**src/rtl/vth_sweep_ctrl_if.sv**
```systemverilog
// Bundle between the sweep sequencer and its controller/capture side.
// Handshake: sample_req rises once a point has settled and stays high until sample_ack is seen at a clock edge.
`timescale 1ns/1ps
interface vth_sweep_ctrl_if #(
    parameter int WIDTH    = 8,
    parameter int SETTLE_W = 16
);
    logic                start;
    logic                abort;
    logic [WIDTH-1:0]    vih_start;
    logic [WIDTH-1:0]    vih_stop;
    logic [WIDTH-1:0]    step;
    logic [WIDTH-1:0]    gap;
    logic [SETTLE_W-1:0] settle;
    logic                sample_ack;
    logic [WIDTH-1:0]    VIH;
    logic [WIDTH-1:0]    VIL;
    logic                sample_req;
    logic                busy;
    logic                done;

    modport master (
        output start, abort, vih_start, vih_stop, step, gap, settle, sample_ack,
        input  VIH, VIL, sample_req, busy, done
    );

    modport slave (
        input  start, abort, vih_start, vih_stop, step, gap, settle, sample_ack,
        output VIH, VIL, sample_req, busy, done
    );
endinterface

```
**src/rtl/vth_sweep_ctrl.sv**
```systemverilog
// VIH/VIL threshold sweep sequencer: steps VIH, tracks VIL a fixed gap below,
// settles each point and handshakes with capture before stepping on.
`timescale 1ns/1ps
module vth_sweep_ctrl #(
    parameter int WIDTH    = 8,
    parameter int SETTLE_W = 16
) (
    input  logic             clk,
    input  logic             rst,
    vth_sweep_ctrl_if.slave  bus,
    output logic [1:0]       state_o
);
    typedef enum logic [1:0] {
        IDLE   = 2'd0,
        SETTLE = 2'd1,
        SAMPLE = 2'd2,
        STEP   = 2'd3
    } state_t;

    state_t              state_q;
    logic [WIDTH-1:0]    vih_q, vil_q;
    logic [WIDTH-1:0]    stop_q, step_q, gap_q;
    logic [SETTLE_W-1:0] settle_q, cnt_q;
    logic                req_q, busy_q, done_q;

    logic [WIDTH:0]      sum_d;
    logic                last_d;
    logic [WIDTH-1:0]    vil_start_d, vil_step_d;

    // a - b clamped at zero; a carries one extra bit so the next-point sum fits
    function automatic logic [WIDTH-1:0] sat0(input logic [WIDTH:0] a, input logic [WIDTH-1:0] b);
        logic [WIDTH:0] diff;
        diff = a - {1'b0, b};
        if (a >= {1'b0, b}) return diff[WIDTH-1:0];
        else                return '0;
    endfunction

    assign sum_d       = {1'b0, vih_q} + {1'b0, step_q};
    assign last_d      = (step_q == '0) || (sum_d > {1'b0, stop_q});
    assign vil_start_d = sat0({1'b0, bus.vih_start}, bus.gap);
    assign vil_step_d  = sat0(sum_d, gap_q);

    always_ff @(posedge clk or posedge rst) begin
        if (rst) begin
            state_q  <= IDLE;
            vih_q    <= '0;
            vil_q    <= '0;
            stop_q   <= '0;
            step_q   <= '0;
            gap_q    <= '0;
            settle_q <= '0;
            cnt_q    <= '0;
            req_q    <= 1'b0;
            busy_q   <= 1'b0;
            done_q   <= 1'b0;
        end else begin
            done_q <= 1'b0;
            if (state_q != IDLE && bus.abort) begin
                // abort outranks both the capture handshake and the step decision
                state_q <= IDLE;
                req_q   <= 1'b0;
                busy_q  <= 1'b0;
            end else begin
                case (state_q)
                    IDLE: begin
                        if (bus.start) begin
                            stop_q   <= bus.vih_stop;
                            step_q   <= bus.step;
                            gap_q    <= bus.gap;
                            settle_q <= bus.settle;
                            vih_q    <= bus.vih_start;
                            vil_q    <= vil_start_d;
                            cnt_q    <= bus.settle;
                            busy_q   <= 1'b1;
                            state_q  <= SETTLE;
                        end
                    end
                    SETTLE: begin
                        if (cnt_q != '0) begin
                            cnt_q <= cnt_q - 1'b1;
                        end else begin
                            req_q   <= 1'b1;
                            state_q <= SAMPLE;
                        end
                    end
                    SAMPLE: begin
                        if (bus.sample_ack) begin
                            req_q   <= 1'b0;
                            state_q <= STEP;
                        end
                    end
                    STEP: begin
                        if (last_d) begin
                            busy_q  <= 1'b0;
                            done_q  <= 1'b1;
                            state_q <= IDLE;
                        end else begin
                            vih_q   <= sum_d[WIDTH-1:0];
                            vil_q   <= vil_step_d;
                            cnt_q   <= settle_q;
                            state_q <= SETTLE;
                        end
                    end
                    default: state_q <= IDLE;
                endcase
            end
        end
    end

    assign bus.VIH        = vih_q;
    assign bus.VIL        = vil_q;
    assign bus.sample_req = req_q;
    assign bus.busy       = busy_q;
    assign bus.done       = done_q;
    assign state_o        = state_q;
endmodule

```
**src/flat_wrapper.sv**
```systemverilog
// flat-port wrapper written by rule: the top's interface ports become plain ports
module vth_sweep_ctrl_flat 
#(
    parameter int WIDTH    = 8,
    parameter int SETTLE_W = 16
)
  (clk, rst, state_o, bus_start, bus_abort, bus_vih_start, bus_vih_stop, bus_step, bus_gap, bus_settle, bus_sample_ack, bus_VIH, bus_VIL, bus_sample_req, bus_busy, bus_done);
  vth_sweep_ctrl_if #(.WIDTH(WIDTH), .SETTLE_W(SETTLE_W)) bus_i ();
  input  logic clk;
  input  logic rst;
  output logic [1:0] state_o;
  input wire logic [$bits(bus_i.start)-1:0] bus_start;
  input wire logic [$bits(bus_i.abort)-1:0] bus_abort;
  input wire logic [$bits(bus_i.vih_start)-1:0] bus_vih_start;
  input wire logic [$bits(bus_i.vih_stop)-1:0] bus_vih_stop;
  input wire logic [$bits(bus_i.step)-1:0] bus_step;
  input wire logic [$bits(bus_i.gap)-1:0] bus_gap;
  input wire logic [$bits(bus_i.settle)-1:0] bus_settle;
  input wire logic [$bits(bus_i.sample_ack)-1:0] bus_sample_ack;
  output wire logic [$bits(bus_i.VIH)-1:0] bus_VIH;
  output wire logic [$bits(bus_i.VIL)-1:0] bus_VIL;
  output wire logic [$bits(bus_i.sample_req)-1:0] bus_sample_req;
  output wire logic [$bits(bus_i.busy)-1:0] bus_busy;
  output wire logic [$bits(bus_i.done)-1:0] bus_done;
  assign bus_i.start = bus_start;
  assign bus_i.abort = bus_abort;
  assign bus_i.vih_start = bus_vih_start;
  assign bus_i.vih_stop = bus_vih_stop;
  assign bus_i.step = bus_step;
  assign bus_i.gap = bus_gap;
  assign bus_i.settle = bus_settle;
  assign bus_i.sample_ack = bus_sample_ack;
  assign bus_VIH = bus_i.VIH;
  assign bus_VIL = bus_i.VIL;
  assign bus_sample_req = bus_i.sample_req;
  assign bus_busy = bus_i.busy;
  assign bus_done = bus_i.done;
  vth_sweep_ctrl #(.WIDTH(WIDTH), .SETTLE_W(SETTLE_W)) u_core (.clk(clk), .rst(rst), .bus(bus_i), .state_o(state_o));
endmodule
```
**config.mk**
```make
export PLATFORM = sky130hd
export DESIGN_NAME = vth_sweep_ctrl_flat
export DESIGN_NICKNAME = d
export VERILOG_FILES = /design/src/rtl/vth_sweep_ctrl_if.sv /design/src/rtl/vth_sweep_ctrl.sv /design/src/flat_wrapper.sv
export SDC_FILE = /design/constraint.sdc
export NUM_CORES = 1
export LEC_CHECK = 0
export ABC_AREA = 1
export ABC_CLOCK_PERIOD_IN_PS = 2550
export CAP_MARGIN = 20
export CORE_AREA = 2 2 107 109
export CTS_CLUSTER_DIAMETER = 100
export DETAILED_ROUTE_END_ITERATION = 8
export DIE_AREA = 0 0 109 111
export PLACE_DENSITY = 0.81
export REMOVE_ABC_BUFFERS = 1
export SYNTH_ARGS = -nofsm -noshare
export SYNTH_HDL_FRONTEND = slang
export SYNTH_SLANG_ARGS = --single-unit
```
**constraint.sdc**
```tcl
create_clock -name clk -period 2.55 [get_ports clk]
set_input_delay 0.51 -clock clk [delete_from_list [all_inputs] [get_ports clk]]
set_output_delay 0.51 -clock clk [all_outputs]
set_load 0.03 [all_outputs]
```
==> run summary <==
=====================================================================================
Result of the run                                                        finished with violations
Failing checks                                                           negative setup slack
Type of the most critical hold path                                           reg2reg
Area occupied by registers                                                   1930 um2
Fill cell count                                                                   870
Avg WL per Cell                                                               15.5 um
Starting Density                                                                49.5%
Final hold violation count                                                          0
Layout Utilization                                                              67.8%
Die Height                                                                     111 um
Met3 routing resource usage after global routing                                2.70%
Fraction of final layout cells with drive strength greater than 1               21.7%
First-pass GRT wire length                                                   25500 um
Worst flop-to-flop path startpoint                                       u_core.bus.VIH[3]
Max-slew headroom                                                               48.9%
Required time reported for the critical path endpoint                         2.79 ns
Capture instance of the worst register-to-register path                  u_core.bus.VIH[5]
F_max                                                                         338 MHz
WS Path Type                                                                  reg2reg
Detailed-router iteration count before antenna repair                               5
Cell Area, Synth                                                             5490 um2
Worst hold endpoint                                                      u_core.bus.VIL[5]
H-tree levels                                                                       3
Root buffer cell                                                         sky130_fd_sc_hd__clkbuf_16
Post-Syn Area per Cell                                                       7.34 um2
Busiest layer in global routing                                                  met2
Distinct cells, synth                                                              38
List of cells traversed by the critical path                             ha_4 -> nand2_1 -> or2_4 -> nand3_1 -> nand2_1 -> nand2_1 -> inv_1 -> ha_1 -> and3_1 -> nand2_1 -> nand2_1 -> nand2_2 -> nand3_4 -> nand2_8 -> nand3_4 -> nand2_2 -> nand2_2
Core Box Area                                                               11100 um2
Largest net degree at the start of global routing                                  34
Area used by multi-input combinational logic                                 3400 um2
Leading area contributor after synthesis                                 sky130_fd_sc_hd__dfrtp_1
Clock latency on the worst-skew pair                                          0.34 ns
Slowest cell on the critical path                                        sky130_fd_sc_hd__dfrtp_1
Most frequent standard cell in the layout excluding fill and tap cells   sky130_fd_sc_hd__nand2_1
Worst-case clock buffer depth                                                       2
Final Wtd Congestion                                                            0.931
Warnings, synthesis                                                                 0
DRC violation total after the first TritonRoute iteration                         429
Kind of cell adding the most delay to the critical path                  simple AND/OR/NAND/NOR gates
Max-slew violation count                                                            0
Ranking of synthesized cells by area                                     sky130_fd_sc_hd__dfrtp_1 35%, sky130_fd_sc_hd__nand2_1 17%, sky130_fd_sc_hd__ha_1 8.7%
Global routing usage on met1                                                    36.9%
Post-synthesis register bit count                                                  77
Slack of the critical path                                                  -0.410 ns
Total via count after detailed routing                                           5625
Most used cell along the critical path                                   sky130_fd_sc_hd__nand2_1
CTS tree                                                                         done
Slew at the pin with the worst max-slew slack                                0.765 ns
Overall routing resource usage                                                  26.5%
Diode count                                                                         0
Cell count after synthesis                                                        748
Global routing met2 resource utilization                                        42.4%
Sink Count                                                                         77
Die Span X                                                                     109 um
Overall die area                                                            12100 um2
Clock-pin slew of the registers on the worst-case setup and hold paths        0.06 ns
HP Start                                                                 u_core.bus.VIL[5]
Layout Nets                                                                       980
CP endpoint kind                                                             register
Number of antenna violations at the first check in global routing                   0
Floorplan row count                                                                39
Total CTS buffers                                                                   9
Final period utilization                                                         116%
Setup clock skew after layout                                              0.00486 ns
Vias/cell                                                                        5.44
Largest stage delay on the critical path                                      0.44 ns
Worst path buffer plus inverter count                                               1
Antenna Violating Nets Remaining                                                    0
Setup repair after global routing missed its margin                               yes
Final setup vio count                                                              35
Data arrival at the endpoint of the critical path                             3.20 ns
R2R depth                                                                          17
Worst Setup Slack post-DPL                                                  -0.380 ns
Detailed-route DRC error count                                                      0
Final WL                                                                     16000 um
Final min period                                                              2.96 ns
Setup slack of the worst register-to-register path                           -0.41 ns
Critical Path Source Type                                                    register
Number of cells traversed by the worst hold path                                    2
Count of buffers from port buffering                                               73
Max-cap violations                                                                  0
Most frequent cells in the layout                                        218 x sky130_fd_sc_hd__nand2_1, 97 x sky130_fd_sc_hd__inv_1, 75 x sky130_fd_sc_hd__dfrtp_1, 73 x sky130_fd_sc_hd__clkdlybuf4s50_1, 67 x sky130_fd_sc_hd__buf_4
Area Overhead vs Synth                                                          36.8%
Yosys top cell area share                                                       35.1%
Num ports                                                                          74
Number of global-route vias before repair                                        5383
Proportion of synthesized chip area in sequential cells                         35.1%
Max Fanout on Critical Path                                                         8
Sum of net half-perimeters after detailed placement                          11200 um
Total congestion overflow after global routing                                      0
=====================================================================================
[registers in the layout (all words and copies together), names as in the netlist, 2 cells and up]
register and flops:
u_core.step_q 8, u_core.settle_q 16, u_core.stop_q 8, u_core.gap_q 8, u_core.bus.VIH 8, u_core.bus.VIL 8, u_core.state_o 2, u_core.cnt_q 16
[repair_timing]
action | CTS | global route
hold buffers | 0 | 0
cloned | 4 | 0
pin swaps | 13 | 26
hold endpoints to repair | 0 | 0
gates resized for setup | 35 | 39
buffers inserted | 4 | 5
setup endpoints to repair | 35 | 35
[metrics by stage]
| step | hold WS (ns) | std cells | setup TNS [ns] | cell area [um2] |
|---|---|---|---|---|
| final | 0.487 | 1034 | -12.69 | 7510 |
| after floorplan | 0.453 | 724 | -15.90 | 5370 |
| after global placement | 0.468 | 1006 | -9.75 | 6810 |
| after detailed placement | 0.462 | 1006 | -11.59 | 6810 |
| after global routing | 0.517 | 1034 | -16.14 | 7510 |
| after CTS | 0.489 | 1029 | -8.07 | 7320 |
[Yosys cell counts, drive strengths merged]
master,n
fa,3
and3,1
or2,5
mux2,23
ha,38
a22oi,13
and2,2
nand2,252
o221ai,1
nor2,53
nand3,50
o31ai,3
clkbuf,11
a21o,2
o21a,2
nand4,41
xnor2,1
a21oi,24
o21bai,2
o21ai,20
inv,99
nor4,2
xor2,5
dfrtp,77
nor3,2
buf,13
o211ai,2
nand3b,1
[how the worst max path moves through the flow]
stage / start / endpoint / slack, ns / cells past startpoint
6_report: u_core.bus.VIH[3] / u_core.bus.VIH[5] / -0.41 / 17
5_1_grt: u_core.bus.VIH[3] / u_core.bus.VIL[2] / -0.50 / 17
4_1_cts: u_core.step_q[0] / u_core.bus.VIL[2] / -0.26 / 18
3_5_place_dp: u_core.step_q[0] / u_core.bus.VIL[5] / -0.38 / 16
3_3_place_gp: u_core.step_q[0] / u_core.bus.VIL[5] / -0.36 / 16
2_1_floorplan: u_core.bus.VIH[0] / u_core.cnt_q[7] / -0.49 / 15
[kinds of logic after synthesis]
family / count (synthesis) / synth area share (%)
multiplexers: 23 / 4.72
buffers and inverters: 123 / 8.94
XOR/XNOR: 6 / 0.958
AND/OR/NAND/NOR: 409 / 33.1
flip-flops: 77 / 35.1
AO/OA/AOI/OAI: 69 / 7.46
adder cells (fa/ha/maj): 41 / 9.76
[routing by layer]
layer  up-vias  part of all wire (%)
met4         0                   2.1
met3        32                   7.1
met5         -                     0
li1       2720                     -
met1      2628                    43
met2       245                    48
[layout make-up]
type	count	share of cell area (%)
clock buffers	11	3.23
clock inverters	5	0.467
inverters	99	4.95
multi-input cells	551	45.3
flip-flops and latches	77	25.7
well taps	143	2.38
repair buffers	148	18.0
[worst register-to-register path, stage by stage (launching register included)]
cell,delay [ns]
sky130_fd_sc_hd__dfrtp_1,0.44
sky130_fd_sc_hd__ha_4,0.30
sky130_fd_sc_hd__nand2_1,0.12
sky130_fd_sc_hd__or2_4,0.29
sky130_fd_sc_hd__nand3_1,0.08
sky130_fd_sc_hd__nand2_1,0.11
sky130_fd_sc_hd__nand2_1,0.10
sky130_fd_sc_hd__inv_1,0.10
sky130_fd_sc_hd__ha_1,0.28
sky130_fd_sc_hd__and3_1,0.20
sky130_fd_sc_hd__nand2_1,0.06
sky130_fd_sc_hd__nand2_1,0.06
sky130_fd_sc_hd__nand2_2,0.09
sky130_fd_sc_hd__nand3_4,0.12
sky130_fd_sc_hd__nand2_8,0.12
sky130_fd_sc_hd__nand3_4,0.18
sky130_fd_sc_hd__nand2_2,0.16
sky130_fd_sc_hd__nand2_2,0.05
Power is not shown: default switching activity piles up to over one toggle a cycle in this logic, so the estimate is an artifact.
